<file path="src/rtl/pipe_fetch_unit_pkg.sv">
// Shared constants and types for the instruction-fetch stage.
package pipe_fetch_unit_pkg;

  localparam logic [1:0] PCSRC_SEQ = 2'b00;
  localparam logic [1:0] PCSRC_BR  = 2'b01;
  localparam logic [1:0] PCSRC_JR  = 2'b10;
  localparam logic [1:0] PCSRC_J   = 2'b11;

  localparam logic [31:0] INST_NOP = 32'h0000_0000;

  localparam logic [1:0] ST_IDLE  = 2'b00;
  localparam logic [1:0] ST_FETCH = 2'b01;
  localparam logic [1:0] ST_HOLD  = 2'b10;

  typedef struct packed {
    logic [31:0] inst;
    logic [31:0] pc4;
  } ifid_t;

  function automatic logic [31:0] redirect_target(input logic [1:0] sel,
                                                  input logic [31:0] bpc,
                                                  input logic [31:0] jpc,
                                                  input logic [31:0] da);
    case (sel)
      PCSRC_BR: return bpc;
      PCSRC_JR: return da;
      PCSRC_J:  return jpc;
      default:  return 32'h0;
    endcase
  endfunction

endpackage

</file>
<file path="src/rtl/pipe_fetch_unit_skid.sv">
// One-entry holding register for a fetched {inst, pc4} word while decode stalls.
module fetch_skid
  import pipe_fetch_unit_pkg::*;
(
  input  logic  clock,
  input  logic  resetn,
  input  logic  load,
  input  logic  unload,
  input  ifid_t load_entry,
  output ifid_t entry,
  output logic  full
);

  always_ff @(posedge clock or negedge resetn) begin
    if (!resetn) begin
      full  <= 1'b0;
      entry <= '0;
    end else if (load) begin
      full  <= 1'b1;
      entry <= load_entry;
    end else if (unload) begin
      full  <= 1'b0;
    end
  end

endmodule

</file>
<file path="src/rtl/pipe_fetch_unit.sv">
// Instruction fetch + IF/ID register with one-delay-slot redirects.
// Optional FETCH_PERF_EN adds bubble_cnt / hold_cnt performance counters.
//
// state    | meaning
// IDLE     | out of reset, no request yet
// FETCH    | imem_req=1, imem_addr=pc
// HOLD     | skid full, decode stalled, imem_req=0
module pipe_fetch_unit
  import pipe_fetch_unit_pkg::*;
#(
  parameter logic [31:0] RESET_PC = 32'h0000_0000
) (
  input  logic        clock,
  input  logic        resetn,
  input  logic [1:0]  pcsource,
  input  logic [31:0] bpc,
  input  logic [31:0] jpc,
  input  logic [31:0] da,
  input  logic        wpcir,
  output logic        imem_req,
  output logic [31:0] imem_addr,
  input  logic        imem_ack,
  input  logic [31:0] imem_rdata,
  output logic [31:0] pc,
  output logic [31:0] dpc4,
  output logic [31:0] inst
`ifdef FETCH_PERF_EN
  ,
  output logic [31:0] bubble_cnt,
  output logic [31:0] hold_cnt
`endif
);

  logic [1:0]  state;
  logic [31:0] pc_reg;
  logic        pend_valid;
  logic [31:0] pend_target;

  logic        redirect;
  logic [31:0] target;
  logic [31:0] pc_plus4;
  logic [31:0] pc_next_seq;
  logic        in_fetch;
  logic        in_hold;
  logic        skid_load;
  logic        skid_unload;
  logic        skid_full;
  ifid_t       skid_entry;

  assign redirect    = wpcir && (pcsource != PCSRC_SEQ);
  assign target      = redirect_target(pcsource, bpc, jpc, da);
  assign pc_plus4    = pc_reg + 32'd4;
  assign pc_next_seq = pend_valid ? pend_target : pc_plus4;
  assign in_fetch    = (state == ST_FETCH);
  assign in_hold     = (state == ST_HOLD);
  assign skid_load   = in_fetch && imem_ack && !wpcir;
  assign skid_unload = in_hold && wpcir && skid_full;

  assign imem_req  = in_fetch;
  assign imem_addr = pc_reg;
  assign pc        = pc_reg;

  fetch_skid u_skid (
    .clock      (clock),
    .resetn     (resetn),
    .load       (skid_load),
    .unload     (skid_unload),
    .load_entry ('{inst: imem_rdata, pc4: pc_plus4}),
    .entry      (skid_entry),
    .full       (skid_full)
  );

  always_ff @(posedge clock or negedge resetn) begin
    if (!resetn) begin
      state       <= ST_IDLE;
      pc_reg      <= RESET_PC;
      pend_valid  <= 1'b0;
      pend_target <= 32'h0;
      inst        <= INST_NOP;
      dpc4        <= 32'h0;
    end else begin
      case (state)
        ST_IDLE: state <= ST_FETCH;
        ST_FETCH: begin
          if (imem_ack) begin
            // A redirect in the same cycle as an ack means this ack is the delay slot.
            pc_reg     <= redirect ? target : pc_next_seq;
            pend_valid <= 1'b0;
            if (wpcir) begin
              inst <= imem_rdata;
              dpc4 <= pc_plus4;
            end else begin
              state <= ST_HOLD;
            end
          end else begin
            if (redirect) begin
              pend_valid  <= 1'b1;
              pend_target <= target;
            end
            if (wpcir) inst <= INST_NOP;
          end
        end
        ST_HOLD: begin
          if (skid_unload) begin
            inst  <= skid_entry.inst;
            dpc4  <= skid_entry.pc4;
            state <= ST_FETCH;
            if (redirect) pc_reg <= target;
          end
        end
        default: state <= ST_IDLE;
      endcase
    end
  end

`ifdef FETCH_PERF_EN
  always_ff @(posedge clock or negedge resetn) begin
    if (!resetn) begin
      bubble_cnt <= 32'h0;
      hold_cnt   <= 32'h0;
    end else begin
      if (in_fetch && !imem_ack && wpcir) bubble_cnt <= bubble_cnt + 32'd1;
      if (in_hold) hold_cnt <= hold_cnt + 32'd1;
    end
  end
`endif

endmodule

</file>
<file path="config.mk">
export PLATFORM = sky130hd
export DESIGN_NAME = pipe_fetch_unit
export DESIGN_NICKNAME = d
export VERILOG_FILES = /design/src/rtl/pipe_fetch_unit_pkg.sv /design/src/rtl/pipe_fetch_unit_skid.sv /design/src/rtl/pipe_fetch_unit.sv
export SDC_FILE = /design/constraint.sdc
export NUM_CORES = 1
export LEC_CHECK = 0
export CAP_MARGIN = 20
export CORE_ASPECT_RATIO = 1.5
export CORE_UTILIZATION = 53
export DETAILED_ROUTE_END_ITERATION = 16
export HOLD_SLACK_MARGIN = 0.06
export PLACE_DENSITY = 0.86
export SLEW_MARGIN = 20
export SYNTH_ARGS = -nofsm -noshare
export SYNTH_HDL_FRONTEND = slang
export SYNTH_SLANG_ARGS = --single-unit
</file>
<file path="constraint.sdc">
create_clock -name clock -period 3.1 [get_ports clock]
set_input_delay 0.465 -clock clock [delete_from_list [all_inputs] [get_ports clock]]
set_output_delay 0.465 -clock clock [all_outputs]
set_load 0.01 [all_outputs]
</file>
==> results.json, run 1 <==
{
  "crit_path_end": "imem_addr[26]$_DFFE_PN0P_",
  "fin_crit_sh": 0.803,
  "antenna_found_initial": 0,
  "cp-start-kind": "flop",
  "start_util": 0.542,
  "hp-class": "primary input to asynchronous set/reset pin",
  "cts_num_sinks": 196,
  "synth_edf_count": 0,
  "gp_congestion": 0.937,
  "final_layout_size_suffix_gt1_frac": 0.116,
  "drv_cap": 0,
  "synthTopCellsByArea": "dfrtp_1 (49%), mux2_2 (8.3%), o21ai_0 (7.2%), nand2_1 (5.1%), a22oi_1 (4.3%)",
  "post-route-util": 0.713,
  "htree_levels": 4,
  "ios": 263,
  "finalSetupTns_ns": 0,
  "path_cells": "ha_1, nand2_1, or3_1, or3_1, o31a_1, o22ai_1",
  "syn_nets": 1185,
  "slowest_stage": "or3_1",
  "synth_flop_cell": "dfrtp_1",
  "avgViaCountPerCell": 5.79,
  "io_buffers": 262,
  "fp-row-count": 61,
  "grt_use_total": 0.288,
  "crit_fanout": 10,
  "hold_viol": 0,
  "finalCriticalPeriod_ns": 2.49,
  "drc": 0,
  "path_common_cell": "or3_1",
  "postRouteAntennaNets": 0,
  "setup_viol": 0,
  "grt_start_max_net_pins": 94,
  "worstMarginPinSlew_ns": 0.807,
  "cts_resized": 0,
  "die_h_um": 171,
  "rsz0062_at_grt": "false",
  "dr.pass1.iters": 5,
  "end_kind": "flop",
  "clock_latency_ns": 0.43,
  "grt_overflow": 0,
  "layout_common_cells": "clkdlybuf4s50_1 (260), dfrtp_1 (196), o21ai_0 (144)",
  "max_freq_mhz": 402,
  "reg2reg_from": "imem_addr[2]$_DFFE_PN0P_",
  "synth_seq_cells": 196,
  "tritoncts": "built",
  "final_area_sq_mm": 0.0132,
  "leakage_nw": 5.54,
  "synth_cells": 1046,
  "slew_headroom": 0.462,
  "cp.required_ns": 3.44,
  "hpwl_um": 20100,
  "fp.dieW_um": 114,
  "root_buffer": "clkbuf_16",
  "slew_viol_final": 0,
  "cp.arrival_ns": 2.83,
  "skew_ns": 0.0148,
  "diodes": 0,
  "clockBufferDepth": 2,
  "areaGrowthSynthToFinish_pct": 31.6,
  "status": "finished clean",
  "power_w": 0.0130,
  "grt_pass1_vias": 8628,
  "reg2reg_slack_ns": 0.61,
  "seq_area_frac_synth": 0.488,
  "drt_iter0_markers": 857,
  "r2r_end": "imem_addr[26]$_DFFE_PN0P_",
  "routed_wirelength_um": 27200,
  "nNetsFinal": 1383,
  "dpl_cell_area_sq_mm": 0.0127,
  "path_clk_slew_ns": 0.08,
  "max_stage_delay_ns": 0.60,
  "yosys.area.top_type": "dfrtp_1",
  "netlist_area_sq_mm": 0.0100,
  "power.density_mw_per_mm2": 984,
  "ys_warn_count": 0,
  "core_sq_mm": 0.0185,
  "rr_worst_depth": 6,
  "die-area_sq_mm": 0.0195,
  "holdBufCountCts": 0,
  "grt_pass1_wl_um": 43900,
  "vdd_drop_max_v": 0.000453,
  "numCtsBuffers": 17,
  "synth_top_area_share": 0.488,
  "final_common_cell": "clkdlybuf4s50_1",
  "vias": 8739,
  "synthArstFlopShare": 1.00,
  "wl_per_cell_um": 18.0,
  "synth.distinct_cells": 55,
  "cp-startpoint": "imem_addr[2]$_DFFE_PN0P_",
  "worstSetupPathType": "flop to flop",
  "syn_avg_cell_area_sq_um": 9.60,
  "post-cts-setup-buffers": 0
}
[where the power goes]
| group | leakage [nW] | switching, W | internal (W) |
|---|---|---|---|
| registers | 2.43 | 0.00103 | 0.00381 |
| logic | 2.85 | 0.00310 | 0.00305 |
| clock network | 0.256 | 0.000986 | 0.00104 |
| total | 5.54 | 0.00512 | 0.00789 |
[routing by layer]
layer  up-vias  global-route usage  routed length, um
li1       4120                   -                  -
met1      4165               0.352              10600
met2       390               0.506              14100
met3        64              0.0386               1540
met4         0               0.127                973
met5         -                   0                  0
[sequential cells by signal, indices dropped and copies added (netlist names)]
register and count:
state 2, dpc4 32, u_skid.full 1, imem_addr 32, u_skid.entry 64, pend_valid 1
pend_target 32, inst 32
[worst max-delay path, delay by kind of cell, from the launching register on]
kind	cells	cell delay, ns
fa+ha+maj	1	0.26
simple gates	3	1.19
compound gates	2	0.43
flops	1	0.51
[how the worst min path moves through the flow]
stage	start	endpoint	slack [ns]	cells after the start
after floorplan	resetn	dpc4[0]$_DFFE_PN0P_	0.17	0
after global placement	u_skid.entry[22]$_DFFE_PN0P_	u_skid.entry[22]$_DFFE_PN0P_	0.45	2
after detailed placement	pend_target[29]$_DFFE_PN0P_	pend_target[29]$_DFFE_PN0P_	0.47	2
after CTS	resetn	pend_target[23]$_DFFE_PN0P_	0.13	1
after global routing	resetn	pend_target[23]$_DFFE_PN0P_	0.14	1
final	resetn	pend_target[23]$_DFFE_PN0P_	0.05	1
[per-stage QoR]
step	setup slack, ns	hold slack [ns]	instances
after floorplan	0.943	0.169	1046
after global placement	0.582	0.454	1477
after detailed placement	0.536	0.466	1477
after CTS	0.629	0.129	1509
after global routing	0.495	0.136	1509
final	0.609	0.0474	1509
[cells in the mapped netlist, drive strengths merged, types with 2 or more instances]
| cell | n |
|---|---|
| a21o | 5 |
| nand4 | 7 |
| mux2 | 74 |
| o221a | 2 |
| a21oi | 45 |
| o32a | 2 |
| a22oi | 57 |
| xnor2 | 17 |
| a2bb2oi | 3 |
| nor2 | 42 |
| o21ai | 144 |
| o21a | 2 |
| a221oi | 2 |
| and3 | 20 |
| ha | 5 |
| clkbuf | 65 |
| nor2b | 3 |
| and2 | 2 |
| nor4 | 8 |
| nand2b | 4 |
| a31oi | 16 |
| o31a | 5 |
| o211ai | 8 |
| nand3 | 29 |
| o22a | 2 |
| nand2 | 137 |
| inv | 14 |
| dfrtp | 196 |
| o31ai | 3 |
| buf | 47 |
| or3 | 8 |
| mux2i | 19 |
| and4 | 4 |
| xor2 | 6 |
| nor3 | 25 |
| a211oi | 6 |
| o22ai | 2 |
[cells by family after synthesis]
logic type | synth area share
AOI/OAI and AO/OA | 0.187
xor gates and xnor gates | 0.0201
adders and majority gates | 0.00623
buffers and inverters | 0.0615
DFF | 0.488
muxes | 0.102
and+or+nand+nor | 0.135
[final cells by class]
| cell class | instances | area, sq um |
|---|---|---|
| clock buffer | 19 | 433 |
| clock inverter | 13 | 101 |
| fill | 1360 | 5330 |
| inverter | 14 | 52.6 |
| multi-input combinational | 724 | 4540 |
| sequential | 196 | 4900 |
| tap | 252 | 315 |
| timing repair buffer | 291 | 2880 |
Power figures use the tool's default switching activity.
==> inputs of run 2 (changes only) <==
CORE_UTILIZATION = 45   (was 53)
PLACE_DENSITY = 0.78   (was 0.86)
clock period = 2.2 ns   (was 3.1 ns; I/O delays follow)
==> results.json, run 2 (synthesis gave the netlist of run 1 again) <==
{
  "end_kind": "primary output",
  "core_sq_mm": 0.0218,
  "die-area_sq_mm": 0.0229,
  "hpwl_um": 20600,
  "hp-class": "primary input to asynchronous set/reset pin",
  "fin_crit_sh": 0.967,
  "p_switching_w": 0.00735,
  "finalSetupTns_ns": 0,
  "final_layout_size_suffix_gt1_frac": 0.160,
  "grt_start_max_net_pins": 65,
  "root_buffer": "clkbuf_16",
  "crit_fanout": 7,
  "place_ws_ns": -0.0534,
  "max_freq_mhz": 470,
  "routed_wirelength_um": 28200,
  "tritoncts": "built",
  "drc": 0,
  "areaGrowthSynthToFinish_pct": 38.4,
  "fp.dieW_um": 124,
  "p_seq_frac": 0.336,
  "cp.required_ns": 1.87,
  "grt_use_total": 0.251,
  "diodes": 0,
  "setup_viol": 0,
  "p_int_w": 0.0121,
  "start_util": 0.461,
  "fp-row-count": 66,
  "worstMarginPinSlew_ns": 0.539,
  "dpl_cell_area_sq_mm": 0.0132,
  "drt_iter0_markers": 601,
  "finalCriticalPeriod_ns": 2.13,
  "final_common_cell": "clkdlybuf4s50_1",
  "dr.pass1.iters": 6,
  "grt_pass1_wl_um": 44200,
  "numCtsBuffers": 17,
  "pwr-share-clk": 0.167,
  "avgViaCountPerCell": 5.66,
  "vdd_drop_max_v": 0.000647,
  "clock_latency_ns": 0.44,
  "fin_cells": 1583,
  "vias": 8967,
  "combPwrFrac": 0.497,
  "netSwitchingFraction": 0.379,
  "setup_slack_ns": 0.0729,
  "drv_cap": 0,
  "layout_common_cells": "clkdlybuf4s50_1 (260), dfrtp_1 (194), o21ai_0 (144)",
  "wl_per_cell_um": 17.8,
  "final_area_sq_mm": 0.0139,
  "use_met1": 0.305,
  "htree_levels": 4,
  "clockBufferDepth": 2,
  "nNetsFinal": 1438,
  "gp_congestion": 0.902,
  "grt_pass1_vias": 8581,
  "slew_headroom": 0.640,
  "ios": 263,
  "post-cts-setup-buffers": 0,
  "postRouteAntennaNets": 0,
  "power.density_mw_per_mm2": 1400,
  "skew_ns": 0.00988,
  "status": "finished clean",
  "worstSetupPathType": "flop to primary output",
  "hold_viol": 0,
  "rsz0062_at_grt": "true",
  "cp-start-kind": "flop",
  "grt_use_met3": 0.0394,
  "antenna_found_initial": 0,
  "leakage_nw": 5.89,
  "regMostFlops": "u_skid.entry",
  "dp.cells": 1550,
  "rr_worst_depth": 8,
  "io_buffers": 262,
  "path_clk_slew_ns": 0.07,
  "grt_overflow": 0,
  "globalRoute.busiestLayer": "met2",
  "met2_usage": 0.434,
  "largest_reg_flops": 64,
  "die_h_um": 185,
  "cp.arrival_ns": 1.80,
  "slew_viol_final": 0,
  "cts_num_sinks": 196
}
==> run 2: cell types whose count changed in the layout (fill, tap and decap cells not counted), sizes merged <==
cell         change
bufinv           +3
clkinv           -1
buf             +53
dlygate4sd3      +1
clkinvlp         -1
inv              -1
==> run 2: layout make-up <==
type,count,area (sq um)
Fill cell,1814,7900
Sequential cell,196,4910
Multi-Input combinational cell,724,4570
Timing Repair Buffer,346,3420
Clock buffer,18,439
Tap cell,272,340
Clock inverter,13,175
Inverter,14,52.6
==> run 2: metrics by stage <==
stage               hold slack, ns  utilization  total power, W
finish                       0.433        0.638          0.0194
global placement             0.339        0.606          0.0158
CTS                          0.435        0.636          0.0194
floorplan                   0.0344            -          0.0116
detailed placement           0.341        0.606          0.0161
global route                 0.472        0.638          0.0207
==> run 2: power by group through the flow <==
| stage | logic, W | clock network [W] | registers (W) |
|---|---|---|---|
| floorplan | 0.00484 | 0 | 0.00681 |
| global placement | 0.00929 | 0 | 0.00647 |
| detailed placement | 0.00949 | 0 | 0.00657 |
| CTS | 0.00956 | 0.00331 | 0.00651 |
| global route | 0.0105 | 0.00343 | 0.00674 |
| finish | 0.00964 | 0.00324 | 0.00652 |
==> run 2: routing by layer <==
| metal | part of all wire | up-vias |
|---|---|---|
| met5 | 0 | - |
| met4 | 0.035 | 0 |
| met3 | 0.065 | 77 |
| met2 | 0.50 | 398 |
| met1 | 0.40 | 4267 |
| li1 | - | 4225 |
==> run 2: path summary, 6_finish.rpt <==
check	startpoint	slack [ns]	end
min in group clock	pcsource[0]	0.44	pend_target[24]$_DFFE_PN0P_
worst min-delay path	resetn	0.43	imem_addr[21]$_DFFE_PN0P_
worst max register to register	state[0]$_DFFE_PN0P_	0.09	dpc4[20]$_DFFE_PN0P_
max in group asynchronous	resetn	1.10	u_skid.entry[4]$_DFFE_PN0P_
worst min register to register	u_skid.entry[25]$_DFFE_PN0P_	0.47	u_skid.entry[25]$_DFFE_PN0P_
worst max-delay path	state[1]$_DFFE_PN0P_	0.07	imem_req
==> run 2: worst max-delay path, stage by stage, from the launching register on <==
cell             delay [ns]
dfrtp_1                0.41
inv_2                  0.10
ha_4                   0.17
buf_4                  0.13
clkdlybuf4s50_1        0.55
==> run 2: timing repair <==
| action | 4_1_cts | 5_1_grt |
|---|---|---|
| gates resized for setup | 2 | 8 |
| endpoints found under the hold margin | 52 | 0 |
| hold buffers | 1 | 0 |
| gates cloned | 0 | 1 |
| setup endpoints to repair | 1 | 21 |
==> inputs of run 3 (changes only) <==
CORE_MARGIN = 4   (was default)
SLEW_MARGIN = 25   (was 20)
==> results.json, run 3 (synthesis gave the netlist of run 1 again) <==
{
  "clockBufferDepth": 2,
  "place_ws_ns": -0.0903,
  "largest_reg_flops": 64,
  "vdd_drop_max_v": 0.000841,
  "status": "finished clean",
  "dp.cells": 1552,
  "fp-row-count": 66,
  "cp-start-kind": "flop",
  "nNetsFinal": 1439,
  "hpwl_um": 21900,
  "clock_latency_ns": 0.44,
  "grt_pass1_wl_um": 45800,
  "gp_congestion": 0.877,
  "io_buffers": 262,
  "start_util": 0.461,
  "avgViaCountPerCell": 5.63,
  "worstMarginPinSlew_ns": 0.575,
  "numCtsBuffers": 17,
  "cts_num_sinks": 196,
  "diodes": 0,
  "slew_headroom": 0.617,
  "final_layout_size_suffix_gt1_frac": 0.155,
  "drt_iter0_markers": 457,
  "postRouteAntennaNets": 0,
  "die-area_sq_mm": 0.0248,
  "power.density_mw_per_mm2": 1370,
  "fin_hold_ws_ns": 0.443,
  "tritoncts": "built",
  "end_kind": "flop",
  "slew_viol_final": 0,
  "cp.arrival_ns": 2.43,
  "rsz0062_at_grt": "false",
  "grt_start_max_net_pins": 65,
  "wl_per_cell_um": 18.1,
  "path_clk_slew_ns": 0.07,
  "hp-class": "primary input to asynchronous set/reset pin",
  "cp.required_ns": 2.58,
  "layout_common_cells": "clkdlybuf4s50_1 (259), dfrtp_1 (196), o21ai_0 (144)",
  "dr.pass1.iters": 5,
  "crit_fanout": 13,
  "rr_worst_depth": 7,
  "regMostFlops": "u_skid.entry",
  "ios": 263,
  "power_w": 0.0189,
  "hold_viol": 0,
  "drv_cap": 0,
  "grt_overflow": 0,
  "max_freq_mhz": 486,
  "skew_ns": 0.0137,
  "finalSetupTns_ns": 0,
  "post-cts-setup-buffers": 0,
  "antenna_found_initial": 0,
  "reg2reg_from": "imem_addr[2]$_DFFE_PN0P_",
  "htree_levels": 4,
  "finalCriticalPeriod_ns": 2.06,
  "areaGrowthSynthToFinish_pct": 37.4,
  "fin_crit_sh": 0.934,
  "core_sq_mm": 0.0218,
  "die_h_um": 191,
  "grt_pass1_vias": 8925,
  "final_common_cell": "clkdlybuf4s50_1",
  "grt_use_total": 0.231,
  "setup_slack_ns": 0.144,
  "fin_cells": 1583,
  "drc": 0,
  "leakage_nw": 5.87,
  "cp-startpoint": "imem_addr[2]$_DFFE_PN0P_",
  "setup_viol": 0,
  "routed_wirelength_um": 28700,
  "fp.dieW_um": 130,
  "vias": 8919,
  "root_buffer": "clkbuf_16",
  "worstSetupPathType": "flop to flop"
}
## run 3: final timing paths
check                                          endpoint  slack [ns]
hold reg to reg            u_skid.entry[22]$_DFFE_PN0P_        0.48
setup / recovery                   dpc4[19]$_DFFE_PN0P_        0.14
setup reg to reg                   dpc4[19]$_DFFE_PN0P_        0.14
min in group clock         u_skid.entry[22]$_DFFE_PN0P_        0.48
max in group asynchronous  u_skid.entry[32]$_DFFE_PN0P_        1.12
hold / removal              pend_target[18]$_DFFE_PN0P_        0.44
## run 3: critical path, stage by stage (launching register included)
cell and delay (ns):
dfrtp_1 0.35, buf_4 0.16, nand3_1 0.12, or3_1 0.36
buf_4 0.20, or4_1 0.42, a31oi_1 0.21, mux2_2 0.17
## run 3: final cells by class
cell class / instances / area [sq um]
Timing Repair Buffer: 347 / 3420
Multi-Input combinational cell: 724 / 4550
Inverter: 14 / 52.6
Clock inverter: 12 / 110
Sequential cell: 196 / 4900
Fill cell: 1836 / 8000
Clock buffer: 18 / 429
Tap cell: 272 / 340
## run 3: metal layers
metal / part of all wire / GRT usage
met3: 0.058 / 0.0419
met5: 0 / 0
met1: 0.40 / 0.282
met2: 0.51 / 0.400
met4: 0.033 / 0.0936
## run 3: what timing repair did
item                       CTS  global route
gates resized for setup      1             4
hold endpoints to repair    59             0
hold buffers                 1             0
setup endpoints to repair    1             9
## run 3: where the power goes
group          internal, W  switching [W]  total, W  leakage, nW
Sequential         0.00537        0.00111   0.00647         2.43
Clock              0.00155        0.00137   0.00292        0.254
Combinational      0.00478        0.00477   0.00955         3.19
Total               0.0117        0.00725    0.0189         5.87
## run 3: metrics by stage
step / utilization / cell area [sq um]
CTS: 0.632 / 13800
detailed placement: 0.607 / 13200
finish: 0.633 / 13800
global placement: 0.607 / 13200
floorplan: - / 10000
global route: 0.633 / 13800
==> edit (settings of run 2) <==
Build with the macro `FETCH_PERF_EN` defined.
--- a/src/rtl/pipe_fetch_unit.sv
+++ b/src/rtl/pipe_fetch_unit.sv
@@ -5,6 +5,8 @@
 // IDLE     | out of reset, no request yet
 // FETCH    | imem_req=1, imem_addr=pc
 // HOLD     | skid full, decode stalled, imem_req=0
+`define FETCH_PERF_EN
+
 module pipe_fetch_unit
   import pipe_fetch_unit_pkg::*;
 #(
Function (old outputs only; new: bubble_cnt and hold_cnt): kept (Yosys induction, for registers that start in step).
==> edit against run 2 <==
Critical path depth rose by 2. Synthesized cell count grew 26%. Design area grew 30%. Sequential cell count is 64 higher. Combinational power up 2.5%. Routed wire length rose by 29%. Setup slack got worse by 0.014 ns. Power increased by 14%. Cell count up 29%. Sequential power up 19%. Synthesized area up 29%. Non-clock buffer count rose by 92.
==> edit: results (changes against run 2) <==
| Metric | Value |
|---|---|
| Slowest-stage cell, CP | `dfrtp_1 (was clkdlybuf4s50_1)` |
| Power Density | `1220 nW/um2 (was 1400 nW/um2)` |
| Drt first-iter violations | `574 (was 601)` |
| Fin nets | `1814 (was 1438)` |
| Synth cell types | `62 (was 55)` |
| Comb. pwr | `9.88 mW (was 9.64 mW)` |
| Wire length of the first global-routing pass | `58900 um (was 44200 um)` |
| Clock share of power | `0.204 (was 0.167)` |
| Vias in the first global route | `11500 (was 8581)` |
| Crit Reg-Reg Endpoint | `u_skid.entry[31] (was dpc4[20])` |
| Worst Skew | `0.0212 ns (was 0.00988 ns)` |
| Placement Setup Slack | `-0.0861 ns (was -0.0534 ns)` |
| Leak pwr | `7.76 nW (was 5.89 nW)` |
| Maximum vdd drop | `738 uV (was 647 uV)` |
| Pin count of the biggest net entering global routing | `69 (was 65)` |
| WHS | `0.347 ns (was 0.433 ns)` |
| FF-to-FF path depth | `6 (was 8)` |
| Worst endpoint data arrival time | `2.53 ns (was 1.80 ns)` |
| H-tree depth | `1 (was 4)` |
| Critical path fanouts, max | `8 (was 7)` |
| CTS max path bufs | `3 (was 2)` |
| CP delay by family, top | `simple AND/OR/NAND/NOR gates (was buffers and inverters)` |
| Crit-path max cell delay | `0.50 ns (was 0.55 ns)` |
| Synth area leaders | `dfrtp_1 50%, nand2_1 5.1%, mux2_2 5.1%, o21ai_0 5.0%, xnor2_1 4.0% (was dfrtp_1 49%, mux2_2 8.3%, o21ai_0 7.2%, nand2_1 5.1%, a22oi_1 4.3%)` |
| R2r setup slk | `0.06 ns (was 0.09 ns)` |
| Hpwl dp | `27200 um (was 20600 um)` |
| P_int | `14.2 mW (was 12.1 mW)` |
| DRT Wirelength | `36500 um (was 28200 um)` |
| Status | `completed (unchanged)` |
| Placer Congestion | `0.896 (was 0.902)` |
| Vias | `11400 (was 8967)` |
| Inserted Clock Buffers | `26 (was 17)` |
| Area post-placement | `17200 um2 (was 13200 um2)` |
| Reg-to-reg critical path startpoint | `imem_addr[25] (was state[0])` |
| Synth cell count leaders | `260 x dfrtp_1, 178 x nand2_1, 129 x o21ai_0 (was 196 x dfrtp_1, 144 x o21ai_0, 137 x nand2_1)` |
| PortBufs | `326 (was 262)` |
| Layout cell share with drive strength beyond 1 | `0.145 (was 0.160)` |
edit: cell families (layout without fill, tap and decap cells):
logic type               Yosys count  in the layout  synth area share
XOR/XNOR                          78             78            0.0527
multiplexers                      91             91            0.0759
AND/OR/NAND/NOR                  411            411             0.152
flip-flops                       260            260             0.501
buffers and inverters            146            520            0.0530
AO/OA/AOI/OAI                    326            326             0.158
adder cells (fa/ha/maj)            7              7           0.00675
edit: stage by stage:
| step | cells | util |
|---|---|---|
| after floorplan | 1319 | - |
| after global placement | 1987 | 0.610 |
| after detailed placement | 1987 | 0.610 |
| after CTS | 2036 | 0.642 |
| after global routing | 2039 | 0.644 |
| final | 2039 | 0.644 |
edit: layer usage:
metal	vias to the layer above	track usage	share of wire
met5	-	0	0
met4	0	0.0952	0.034
met3	76	0.0252	0.049
met2	406	0.455	0.52
met1	5539	0.296	0.39
li1	5381	-	-
edit: timing repair:
item / in CTS / in global routing
setup buffers: 0 / 3
pin swaps: 0 / 2
cloned: 0 / 0
resized for setup: 2 / 10
hold buffers: 1 / 0
endpoints found under the setup margin: 4 / 33
endpoints found under the hold margin: 63 / 0
edit: worst max-delay path by stage:
stage | start | slack (ns) | to | cells past startpoint
after floorplan | state[1] | -0.02 | bubble_cnt[19] | 8
after CTS | imem_addr[3] | -0.0008 | imem_addr[26] | 6
after detailed placement | wpcir | -0.09 | imem_addr[25] | 7
final | imem_addr[25] | 0.06 | u_skid.entry[31] | 6
after global placement | pcsource[1] | 0.01 | imem_addr[25] | 7
after global routing | state[0] | -0.02 | hold_cnt[28] | 7
edit: layout make-up:
type | instances | area, um2
clock buffer | 36 | 759
multi-input combinational | 913 | 5870
fill | 2250 | 10000
timing repair buffer | 438 | 4310
tap | 346 | 433
inverter | 34 | 128
clock inverter | 12 | 124
sequential | 260 | 6510
